==> src/rtl/move_scheduler_pkg.sv <==
// Shared definitions for the move scheduler: direction encoding,
// scheduler FSM states and small helpers.
package move_scheduler_pkg;

  // 2-bit move direction: 0 up, 1 down, 2 left, 3 right
  typedef logic [1:0] dir_t;

  localparam dir_t DIR_UP    = 2'd0;
  localparam dir_t DIR_DOWN  = 2'd1;
  localparam dir_t DIR_LEFT  = 2'd2;
  localparam dir_t DIR_RIGHT = 2'd3;

  typedef enum logic [2:0] {
    SCHED_WELCOME,
    SCHED_IDLE,
    SCHED_ISSUE,
    SCHED_WAIT_DONE,
    SCHED_WAIT_FRAME
  } sched_state_t;

  // True when exactly one of the four button bits is set
  function automatic logic is_onehot4(input logic [3:0] v);
    return (v != 4'd0) && ((v & (v - 4'd1)) == 4'd0);
  endfunction

endpackage

==> src/rtl/move_fifo.sv <==
// Synchronous FIFO of 2-bit move directions with occupancy count.
// Push while full and pop while empty are ignored; simultaneous push and
// pop both take effect and leave the count unchanged.
module move_fifo
  import move_scheduler_pkg::*;
#(
  parameter  int unsigned DEPTH = 4,
  localparam int unsigned CW    = $clog2(DEPTH + 1)
) (
  input  logic          i_clk,
  input  logic          i_reset,
  input  logic          i_clr,
  input  logic          i_push,
  input  dir_t          i_data,
  input  logic          i_pop,
  output dir_t          o_data,
  output logic          o_full,
  output logic          o_empty,
  output logic [CW-1:0] o_count
);

  localparam int unsigned AW = (DEPTH > 1) ? $clog2(DEPTH) : 1;
  localparam logic [CW-1:0] FULL_COUNT = CW'(DEPTH);

  dir_t          r_mem [DEPTH];
  logic [AW-1:0] r_rd;
  logic [AW-1:0] r_wr;
  logic [CW-1:0] r_count;
  logic          w_push_ok;
  logic          w_pop_ok;

  assign o_full    = (r_count == FULL_COUNT);
  assign o_empty   = (r_count == '0);
  assign o_count   = r_count;
  assign o_data    = r_mem[r_rd];
  assign w_push_ok = i_push && !o_full;
  assign w_pop_ok  = i_pop && !o_empty;

  // Storage write; entries need no reset since count gates visibility
  always_ff @(posedge i_clk) begin
    if (w_push_ok) begin
      r_mem[r_wr] <= i_data;
    end
  end

  // Pointer and occupancy tracking; clear empties the queue in one cycle
  always_ff @(posedge i_clk) begin
    if (i_reset || i_clr) begin
      r_rd    <= '0;
      r_wr    <= '0;
      r_count <= '0;
    end else begin
      if (w_push_ok) r_wr <= r_wr + 1'b1;
      if (w_pop_ok)  r_rd <= r_rd + 1'b1;
      case ({w_push_ok, w_pop_ok})
        2'b10:   r_count <= r_count + 1'b1;
        2'b01:   r_count <= r_count - 1'b1;
        default: r_count <= r_count;
      endcase
    end
  end

endmodule

==> src/rtl/move_scheduler.sv <==
// Move scheduler: turns debounced direction buttons into one-at-a-time
// move requests for the game logic, commits grids on frame boundaries and
// sequences the welcome screen.
// Optional auto-repeat of a held direction: define MOVE_SCHEDULER_REPEAT_EN.
module move_scheduler
  import move_scheduler_pkg::*;
#(
  parameter int unsigned FIFO_DEPTH    = 4,
  parameter int unsigned DONE_TIMEOUT  = 255,
  parameter int unsigned REPEAT_FRAMES = 12
) (
  input  logic                              clk,
  input  logic                              reset,
  input  logic                              frame_start,
  input  logic [3:0]                        btn,
  output logic                              move_valid,
  output logic [1:0]                        move_dir,
  input  logic                              move_ready,
  input  logic                              move_done,
  output logic                              grid_commit,
  output logic                              show_welcome,
  output logic                              game_start,
  output logic                              timeout,
  output logic [$clog2(FIFO_DEPTH+1)-1:0]   queue_count
);

  localparam int unsigned TW = $clog2(DONE_TIMEOUT + 1);
  localparam logic [TW-1:0] TIMER_LAST = TW'(DONE_TIMEOUT - 1);

  if (FIFO_DEPTH < 2 || (FIFO_DEPTH & (FIFO_DEPTH - 1)) != 0 ||
      DONE_TIMEOUT < 1 || REPEAT_FRAMES < 2) begin : g_bad_params
    $error("move_scheduler: illegal parameter combination");
  end

  sched_state_t  r_state;
  logic [TW-1:0] r_timer;
  logic          r_game_start;
  logic          r_timeout;
  logic          r_grid_commit;
  logic [3:0]    r_btn_prev;
  logic [3:0]    r_pending;
  dir_t          r_ptr;

  logic [3:0]    w_press;
  logic [3:0]    w_inject;
  logic [3:0]    w_grant;
  dir_t          w_win;
  logic          w_win_vld;
  logic          w_push;
  logic          w_pop;
  logic          w_clr;
  dir_t          w_head;
  logic          w_full;
  logic          w_empty;
  logic [$clog2(FIFO_DEPTH+1)-1:0] w_count;

  assign w_press = btn & ~r_btn_prev;

  // Round-robin pick: first pending direction at or after the pointer
  always_comb begin
    dir_t v_idx;
    v_idx     = DIR_UP;
    w_win     = DIR_UP;
    w_win_vld = 1'b0;
    for (int unsigned k = 0; k < 4; k++) begin
      v_idx = r_ptr + k[1:0];
      if (!w_win_vld && r_pending[v_idx]) begin
        w_win     = v_idx;
        w_win_vld = 1'b1;
      end
    end
    w_grant = w_win_vld ? (4'b0001 << w_win) : 4'b0000;
  end

  assign w_push = w_win_vld && !w_full && (r_state != SCHED_WELCOME);
  assign w_pop  = (r_state == SCHED_ISSUE) && move_ready;
  assign w_clr  = (r_state == SCHED_WELCOME) && (w_press != 4'b0000);

  move_fifo #(
    .DEPTH (FIFO_DEPTH)
  ) u_fifo (
    .i_clk   (clk),
    .i_reset (reset),
    .i_clr   (w_clr),
    .i_push  (w_push),
    .i_data  (w_win),
    .i_pop   (w_pop),
    .o_data  (w_head),
    .o_full  (w_full),
    .o_empty (w_empty),
    .o_count (w_count)
  );

`ifdef MOVE_SCHEDULER_REPEAT_EN
  localparam int unsigned RCW = $clog2(REPEAT_FRAMES + REPEAT_FRAMES / 2 + 1);
  localparam logic [RCW-1:0] RPT_FIRST = RCW'(REPEAT_FRAMES);
  localparam logic [RCW-1:0] RPT_NEXT  = RCW'(REPEAT_FRAMES + REPEAT_FRAMES / 2);

  logic [RCW-1:0] r_rep_cnt;
  logic [3:0]     r_rep_pat;
  logic [RCW-1:0] w_rep_cnt_nxt;
  logic           w_rep_hold;

  assign w_rep_cnt_nxt = r_rep_cnt + 1'b1;
  assign w_rep_hold    = is_onehot4(btn) && (btn == r_rep_pat) &&
                         (r_state != SCHED_WELCOME);
  assign w_inject      = (w_rep_hold && frame_start &&
                          (w_rep_cnt_nxt == RPT_FIRST || w_rep_cnt_nxt == RPT_NEXT))
                         ? btn : 4'b0000;

  // Frame counter for a single held direction; after the first repeat the
  // count folds back to REPEAT_FRAMES so later repeats land every half period
  always_ff @(posedge clk) begin
    if (reset || r_state == SCHED_WELCOME || !is_onehot4(btn)) begin
      r_rep_cnt <= '0;
      r_rep_pat <= 4'b0000;
    end else if (btn != r_rep_pat) begin
      r_rep_cnt <= '0;
      r_rep_pat <= btn;
    end else if (frame_start) begin
      r_rep_cnt <= (w_rep_cnt_nxt == RPT_NEXT) ? RPT_FIRST : w_rep_cnt_nxt;
    end
  end
`else
  assign w_inject = 4'b0000;
`endif

  // Edge history, pending-press mask and round-robin pointer
  always_ff @(posedge clk) begin
    if (reset) begin
      r_btn_prev <= 4'b1111;
      r_pending  <= 4'b0000;
      r_ptr      <= DIR_UP;
    end else begin
      r_btn_prev <= btn;
      if (r_state == SCHED_WELCOME) begin
        r_pending <= 4'b0000;
      end else begin
        r_pending <= (r_pending & ~(w_push ? w_grant : 4'b0000)) | w_press | w_inject;
        if (w_push) r_ptr <= w_win + 2'd1;
      end
    end
  end

  // Scheduler FSM with registered one-cycle pulses
  always_ff @(posedge clk) begin
    if (reset) begin
      r_state       <= SCHED_WELCOME;
      r_timer       <= '0;
      r_game_start  <= 1'b0;
      r_timeout     <= 1'b0;
      r_grid_commit <= 1'b0;
    end else begin
      r_game_start  <= 1'b0;
      r_timeout     <= 1'b0;
      r_grid_commit <= 1'b0;
      case (r_state)
        SCHED_WELCOME: begin
          if (w_press != 4'b0000) begin
            r_game_start <= 1'b1;
            r_state      <= SCHED_IDLE;
          end
        end
        SCHED_IDLE: begin
          if (!w_empty && frame_start) r_state <= SCHED_ISSUE;
        end
        SCHED_ISSUE: begin
          if (move_ready) begin
            r_timer <= '0;
            r_state <= SCHED_WAIT_DONE;
          end
        end
        SCHED_WAIT_DONE: begin
          if (move_done) begin
            r_state <= SCHED_WAIT_FRAME;
          end else if (r_timer == TIMER_LAST) begin
            r_timeout <= 1'b1;
            r_state   <= SCHED_IDLE;
          end else begin
            r_timer <= r_timer + 1'b1;
          end
        end
        SCHED_WAIT_FRAME: begin
          if (frame_start) begin
            r_grid_commit <= 1'b1;
            r_state       <= SCHED_IDLE;
          end
        end
        default: r_state <= SCHED_WELCOME;
      endcase
    end
  end

  assign show_welcome = (r_state == SCHED_WELCOME);
  assign move_valid   = (r_state == SCHED_ISSUE);
  assign move_dir     = (r_state == SCHED_ISSUE) ? w_head : DIR_UP;
  assign game_start   = r_game_start;
  assign timeout      = r_timeout;
  assign grid_commit  = r_grid_commit;
  assign queue_count  = w_count;

endmodule

==> config.mk <==
export PLATFORM = sky130hd
export DESIGN_NAME = move_scheduler
export DESIGN_NICKNAME = d
export VERILOG_FILES = /design/src/rtl/move_scheduler_pkg.sv /design/src/rtl/move_fifo.sv /design/src/rtl/move_scheduler.sv
export SDC_FILE = /design/constraint.sdc
export NUM_CORES = 1
export LEC_CHECK = 0
export BUFFER_PORTS_ARGS = -buffer_cell sky130_fd_sc_hd__buf_2
export CORE_AREA = 2 2 61 63
export CTS_CLUSTER_SIZE = 14
export DETAILED_ROUTE_END_ITERATION = 6
export DIE_AREA = 0 0 63 65
export PLACE_DENSITY_LB_ADDON = 0.12
export SLEW_MARGIN = 30
export SYNTH_ARGS = -nofsm -noshare
export SYNTH_HDL_FRONTEND = slang
export SYNTH_SLANG_ARGS = --single-unit
==> constraint.sdc <==
create_clock -name clk -period 4.5 [get_ports clk]
set_input_delay 0.45 -clock clk [delete_from_list [all_inputs] [get_ports clk]]
set_output_delay 0.45 -clock clk [all_outputs]
set_load 0.1 [all_outputs]
==> results of run 1 <==
power groups by stage:
| stage | combinational (W) | clock, W | sequential, W |
|---|---|---|---|
| final | 0.000198 | 0.000181 | 0.000417 |
| after global routing | 0.000214 | 0.000196 | 0.000419 |
| after CTS | 0.000199 | 0.000186 | 0.000416 |
| after detailed placement | 0.000198 | 0 | 0.000424 |
| after global placement | 0.000192 | 0 | 0.000422 |
| after floorplan | 0.000160 | 0 | 0.000427 |
cell families (layout without fill, tap and decap cells):
group / count (synthesis) / in the layout / synth area share (%)
AO/OA/AOI/OAI: 29 / 29 / 10.7
XOR/XNOR: 12 / 12 / 5.13
adder cells (fa/ha/maj): 12 / 12 / 7.69
buffers and inverters: 23 / 40 / 5.12
flip-flops: 41 / 41 / 43.9
multiplexers: 5 / 5 / 3.66
AND/OR/NAND/NOR: 87 / 87 / 23.8
worst min-delay path by stage:
stage	from	to	slack, ns	depth (start not counted)
floorplan	r_pending[2]	r_pending[2]	0.46	2
global placement	r_pending[2]	r_pending[2]	0.48	2
detailed placement	r_pending[2]	r_pending[2]	0.49	2
CTS	btn[2]	r_btn_prev[2]	0.28	2
global route	btn[1]	r_btn_prev[1]	0.28	2
finish	btn[3]	r_btn_prev[3]	0.29	2
sequential cells by signal, indices dropped and copies added (netlist names), named ones only:
register,count
timeout,1
u_fifo.r_rd,2
r_pending,4
r_btn_prev,4
r_state,3
u_fifo.r_mem,8
u_fifo.o_count,3
u_fifo.r_wr,2
grid_commit,1
r_ptr,2
r_timer,8
game_start,1
metal layers:
metal,vias to the layer above,share of wire [%]
li1,740,-
met1,689,46
met2,22,49
met3,7,3.1
met4,0,2.0
met5,-,0
layout make-up:
cell class	instances	area, um2	area share (%)
clock buffer	6	41.3	1.88
inverter	14	52.6	2.39
sequential	41	901	41.0
multi-input combinational	145	1040	47.5
timing repair buffer	18	90.1	4.10
tap	48	60.1	2.73
clock inverter	2	10.0	0.455
Yosys cell counts, types with 2 or more instances:
cell	count	area share, %
xnor2_1	9	3.8
mux2i_1	3	1.5
a21oi_2	4	1.7
or2_2	5	1.5
and3_1	3	0.92
nor4_1	2	0.61
nor2_1	26	4.8
a21oi_1	10	2.4
edfxtp_1	8	12
nand4_1	2	0.61
nand2b_1	10	3.1
mux4_2	2	2.2
inv_1	14	2.6
xor2_1	3	1.3
o21ai_0	2	0.49
nand3_1	4	0.98
dfxtp_1	33	32
clkbuf_1	3	0.55
buf_4	2	0.73
nand2_1	14	2.6
buf_2	3	0.73
nor3_1	4	0.98
and2_1	5	1.5
ha_1	11	6.7
through the flow:
stage / setup WS, ns / power [W] / instances
CTS: 1.66 / 0.000802 / 274
global placement: 1.79 / 0.000614 / 266
global route: 1.43 / 0.000829 / 274
finish: 1.66 / 0.000795 / 274
floorplan: 1.33 / 0.000588 / 209
detailed placement: 1.69 / 0.000623 / 266
==> impl_metrics.toml, run 1 <==
[sta]
worst_pin_slew_ns = 0.867
max_slew_margin_pct = 42.2
rsz0062_at_grt = "false"
hold_viol = 0
min_period_over_period_pct = 63.0
holdWs_ns = 0.294
setup_tns_ns = 0
post-route-min-period_ns = 2.84
drv_slew = 0
setup_viol = 0
finalClockSkew_ns = 0.0109
fmax_ghz = 0.353

[yosys]
syn_area_um2 = 2050
synth_seq_cells = 41
synthCells = 209
synth_edf_count = 8
async_reset_ff_share_pct = 0
synth_ff_type = "dfxtp_1"
syn_area_per_cell_um2 = 9.81
synth_cell_types = 51
syn-num-nets = 230
yosysWarnings = 0
yosysSeqAreaShare_pct = 43.9

[setup_path]
crit_path_top_delay_cell = "dfxtp_1"
cp_cell_sequence = "nand4bb_1, nor2_1, ha_1, inv_1, fa_1, xor2_1, nor2_1, xnor2_1, nor2_1"
path_delay_family = "simple AND/OR/NAND/NOR gates"
cp.arrival_ns = 3.09
path_depth = 9
r2r_slack_ns = 1.66
r2r-end = "u_fifo.o_count[2]"
crit_buf_inv = 1
crit_fanout = 12
worstSetupEndpointType = "flop"
startpoint = "r_state[1]"
reg2reg_from = "r_state[1]"
worstSetupPathType = "reg2reg"
r2r_cells = 9
crit_end = "u_fifo.o_count[2]"
worst_ep_required_time_ns = 4.76
start_kind = "flop"
path_common_cell = "nor2_1"
max_stage_delay_ns = 0.61

[floorplan]
io_pins = 19
core_um2 = 3500
die_h_um = 65
die_area_um2 = 4100
start_util_pct = 58.7
core.rowCount = 22
die_width_um = 63

[flow_run]
maxCapViolCount = 0

[placement]
hpwl_mm = 2.74
portBuffers = 18
place_area_um2 = 2150
gp_congestion = 0.803

[power]
power_density_nw_per_um2 = 362
peakVddDrop_mv = 0.157
p_leak_nw = 0.840
p_sw_w = 0.000282
power_frac_clock_pct = 22.8
internal_power_w = 0.000514
pwr-share-comb_pct = 24.9
p_seq_share_pct = 52.4
switching_share_pct = 35.4

[cells_and_area]
fillers = 306
nNetsFinal = 246
final_cell_mix = "33 x dfxtp_1, 26 x nor2_1, 18 x buf_2"
mostFrequentLayoutCell = "dfxtp_1"
drive_above_1_share_pct = 20.4
area_growth_pct = 7.26
fin_util_pct = 62.9
design_area_um2 = 2200
antenna_cells_inserted = 0

[global_route]
grt_pass1_wl_mm = 6.33
grt_antenna_before_repair = 0
met3_usage_pct = 5.38
grt_pass1_vias = 1453
grt_max_degree = 19
global_route.usage.met2_pct = 35.8
track_usage_pct = 20.3
grt_use_met1_pct = 22.1
grt-busiest-layer = "met2"
overflow = 0

[clock_tree]
clk_pin_slew_ns = 0.12
htreeDepth = 2
root_buffer = "clkbuf_4"
worstSkewPairLatency_ns = 0.36
cts_tree = "done"
ctsHoldBuffers = 0
numCtsBuffers = 5
ctsLongestPathBuffers = 2
cts_resized = 0
post_cts_buffers = 0
clock_sinks = 41

[detailed_routing]
drc_errors = 0
drtAntennaViolNets = 0
drt_wl_total_mm = 3.68
drtIter0Drc = 79
firstDrtPassIters = 4
via_per_inst = 5.32
vias = 1458
routedWlPerCell_um = 13.4

[status]
outcome = "completed"

[min_path]
hp-class = "in2reg"
Power figures use the tool's default switching activity.
==> run 2, diff against run 1 <==
ABC_AREA = 1   (was not set)
CORE_AREA = 2 2 68 70   (was 2 2 61 63)
DIE_AREA = 0 0 70 72   (was 0 0 63 65)
clock period = 2.4 ns   (was 4.5 ns; I/O delays follow)
==> impl_metrics.toml, run 2 <==
[floorplan]
die_h_um = 72
start_util_pct = 52.2
core_um2 = 4260
io_pins = 19
die_width_um = 70
die_area_um2 = 5040
core.rowCount = 24

[placement]
hpwl_mm = 3.17
portBuffers = 18
gp_congestion = 0.821

[yosys]
synth_ff_type = "dfxtp_1"
syn-num-nets = 313
yosys.area.top_type = "dfxtp_1"
syn_area_um2 = 2220
synth_top_area_share_pct = 29.7
synth_cell_types = 33
synth_seq_cells = 41
yosysWarnings = 0
synth_common_cells = "56 x nand2_1, 44 x inv_1, 35 x nor2_1"
synth.most_common_cell = "nand2_1"
syn_area_per_cell_um2 = 7.62
async_reset_ff_share_pct = 0
ys_top_cells_by_area = "dfxtp_1 30%, edfxtp_1 11%, nand2_1 9.4%"
synth_edf_count = 8
yosysSeqAreaShare_pct = 40.5
synthCells = 292

[clock_tree]
worstSkewPairLatency_ns = 0.29
root_buffer = "clkbuf_8"
post_cts_buffers = 0
clock_sinks = 41
ctsLongestPathBuffers = 2
htreeDepth = 2
cts_tree = "done"
clk_pin_slew_ns = 0.08
numCtsBuffers = 5

[setup_path]
r2r-end = "u_fifo.o_count[2]"
worst_ep_required_time_ns = 2.58
r2r_cells = 15
cp.arrival_ns = 2.34
r2r_slack_ns = 0.24
worstSetupPathType = "reg2reg"
worstSetupEndpointType = "flop"
start_kind = "flop"
crit_fanout = 7
reg2reg_from = "r_ptr[1]"

[sta]
post-route-min-period_ns = 2.16
fmax_ghz = 0.463
setup_viol = 0
worst_pin_slew_ns = 0.485
max_slew_margin_pct = 67.9
hold_viol = 0
drv_slew = 0
setup_tns_ns = 0
finalClockSkew_ns = 0.0128
holdWs_ns = 0.128
min_period_over_period_pct = 90.1
rsz0062_at_grt = "false"

[cells_and_area]
drive_above_1_share_pct = 22.7
mostFrequentLayoutCell = "nand2_1"
top_regs = "r_timer x8, u_fifo.r_mem x8"
final_cell_mix = "54 x nand2_1, 40 x inv_1, 34 x nor2_1"
area_growth_pct = 14.4
nNetsFinal = 337
antenna_cells_inserted = 0
fillers = 409

[detailed_routing]
routedWlPerCell_um = 11.0
drt_wl_total_mm = 4.07
vias = 1806
drtAntennaViolNets = 0
firstDrtPassIters = 4
via_per_inst = 4.89
drc_errors = 0
drtIter0Drc = 55

[power]
p_leak_nw = 1.12
p_sw_w = 0.00107
p_seq_share_pct = 33.6
pwr-share-comb_pct = 41.3
peakVddDrop_mv = 0.473
fin_total_pwr_w = 0.00258
internal_power_w = 0.00151
power_density_nw_per_um2 = 1010
switching_share_pct = 41.4
power_frac_clock_pct = 25.1

[min_path]
holdPathEnd = "r_btn_prev[1]"
hp-class = "in2reg"
hold_start = "btn[1]"
hold_depth = 3

[global_route]
grt_pass1_vias = 1584
grt_antenna_before_repair = 0
grt_pass1_wl_mm = 6.86
track_usage_pct = 17.1
grt_max_degree = 15
overflow = 0

[status]
outcome = "completed"

[flow_run]
maxCapViolCount = 0
run 2: cell types whose count changed in the layout (fill, tap and decap cells not counted), moves of 10 or more:
cell	delta
inv_1	+26
nand2_1	+40
nand2_2	+10
nand2b_1	-10
nand3_1	+14
o21ai_0	+11
run 2: worst max path at each step:
| stage | depth (start not counted) | endpoint | start |
|---|---|---|---|
| floorplan | 15 | u_fifo.o_count[2] | r_state[0] |
| global placement | 13 | u_fifo.o_count[2] | r_ptr[0] |
| detailed placement | 13 | u_fifo.o_count[2] | r_ptr[0] |
| CTS | 13 | u_fifo.o_count[2] | r_ptr[0] |
| global route | 15 | u_fifo.o_count[2] | r_ptr[1] |
| finish | 15 | u_fifo.o_count[2] | r_ptr[1] |
run 2: kinds of logic (layout without fill, tap and decap cells):
logic type / count (synthesis) / after routing / synth area share (%)
AND/OR/NAND/NOR: 145 / 145 / 31.1
buffers and inverters: 51 / 76 / 10.0
flip-flops: 41 / 41 / 40.5
AO/OA/AOI/OAI: 39 / 39 / 9.73
adder cells (fa/ha/maj): 12 / 12 / 7.09
XOR/XNOR: 4 / 4 / 1.57
run 2: power groups by stage:
stage,sequential [W],combinational (W),clock (W)
2_1_floorplan,0.000902,0.000878,0
3_3_place_gp,0.000876,0.00105,0
3_5_place_dp,0.000877,0.00106,0
4_1_cts,0.000861,0.00106,0.000665
5_1_grt,0.000876,0.00119,0.000690
6_report,0.000867,0.00107,0.000648
run 2: layout make-up:
cell class              count  area (um2)  share of cell area, %
clock inverters             3        65.1                   2.56
clock buffers               5        68.8                   2.70
inverters                  48         191                   7.52
repair buffers             20         105                   4.13
multi-input cells         200        1140                   44.7
flip-flops and latches     41         911                   35.8
well taps                  52        65.1                   2.56
run 2: critical path: stages, from the launching register on:
cell     delay [ns]
dfxtp_2        0.39
inv_2          0.09
nand2_1        0.08
nand2_2        0.07
nand2_2        0.07
nand2_2        0.09
nor2_8         0.13
nand3_4        0.12
nand2_4        0.11
ha_4           0.12
inv_2          0.04
fa_2           0.35
a21oi_1        0.12
o21ai_1        0.08
xor2_1         0.14
nor2_1         0.05
run 2: timing repair:
action	4_1_cts	5_1_grt
setup endpoints to repair	0	5
gates resized for setup	0	4
hold buffers	0	0
run 2: per-stage QoR:
| step | setup WS, ns | utilization, % | instances | cell area [um2] |
|---|---|---|---|---|
| floorplan | -0.0132 | - | 292 | 2270 |
| global placement | 0.106 | 56.3 | 361 | 2400 |
| detailed placement | 0.0624 | 56.3 | 361 | 2400 |
| CTS | 0.0338 | 59.4 | 369 | 2530 |
| global route | 0.00359 | 59.7 | 369 | 2540 |
| finish | 0.238 | 59.7 | 369 | 2540 |
run 2: per-layer routing:
layer	global-route usage, %	share of wire [%]	up-vias
met3	3.89	4.2	4
met4	5.13	0.93	0
met5	0	0	-
li1	-	-	970
met1	22.1	48	802
met2	28.7	47	30
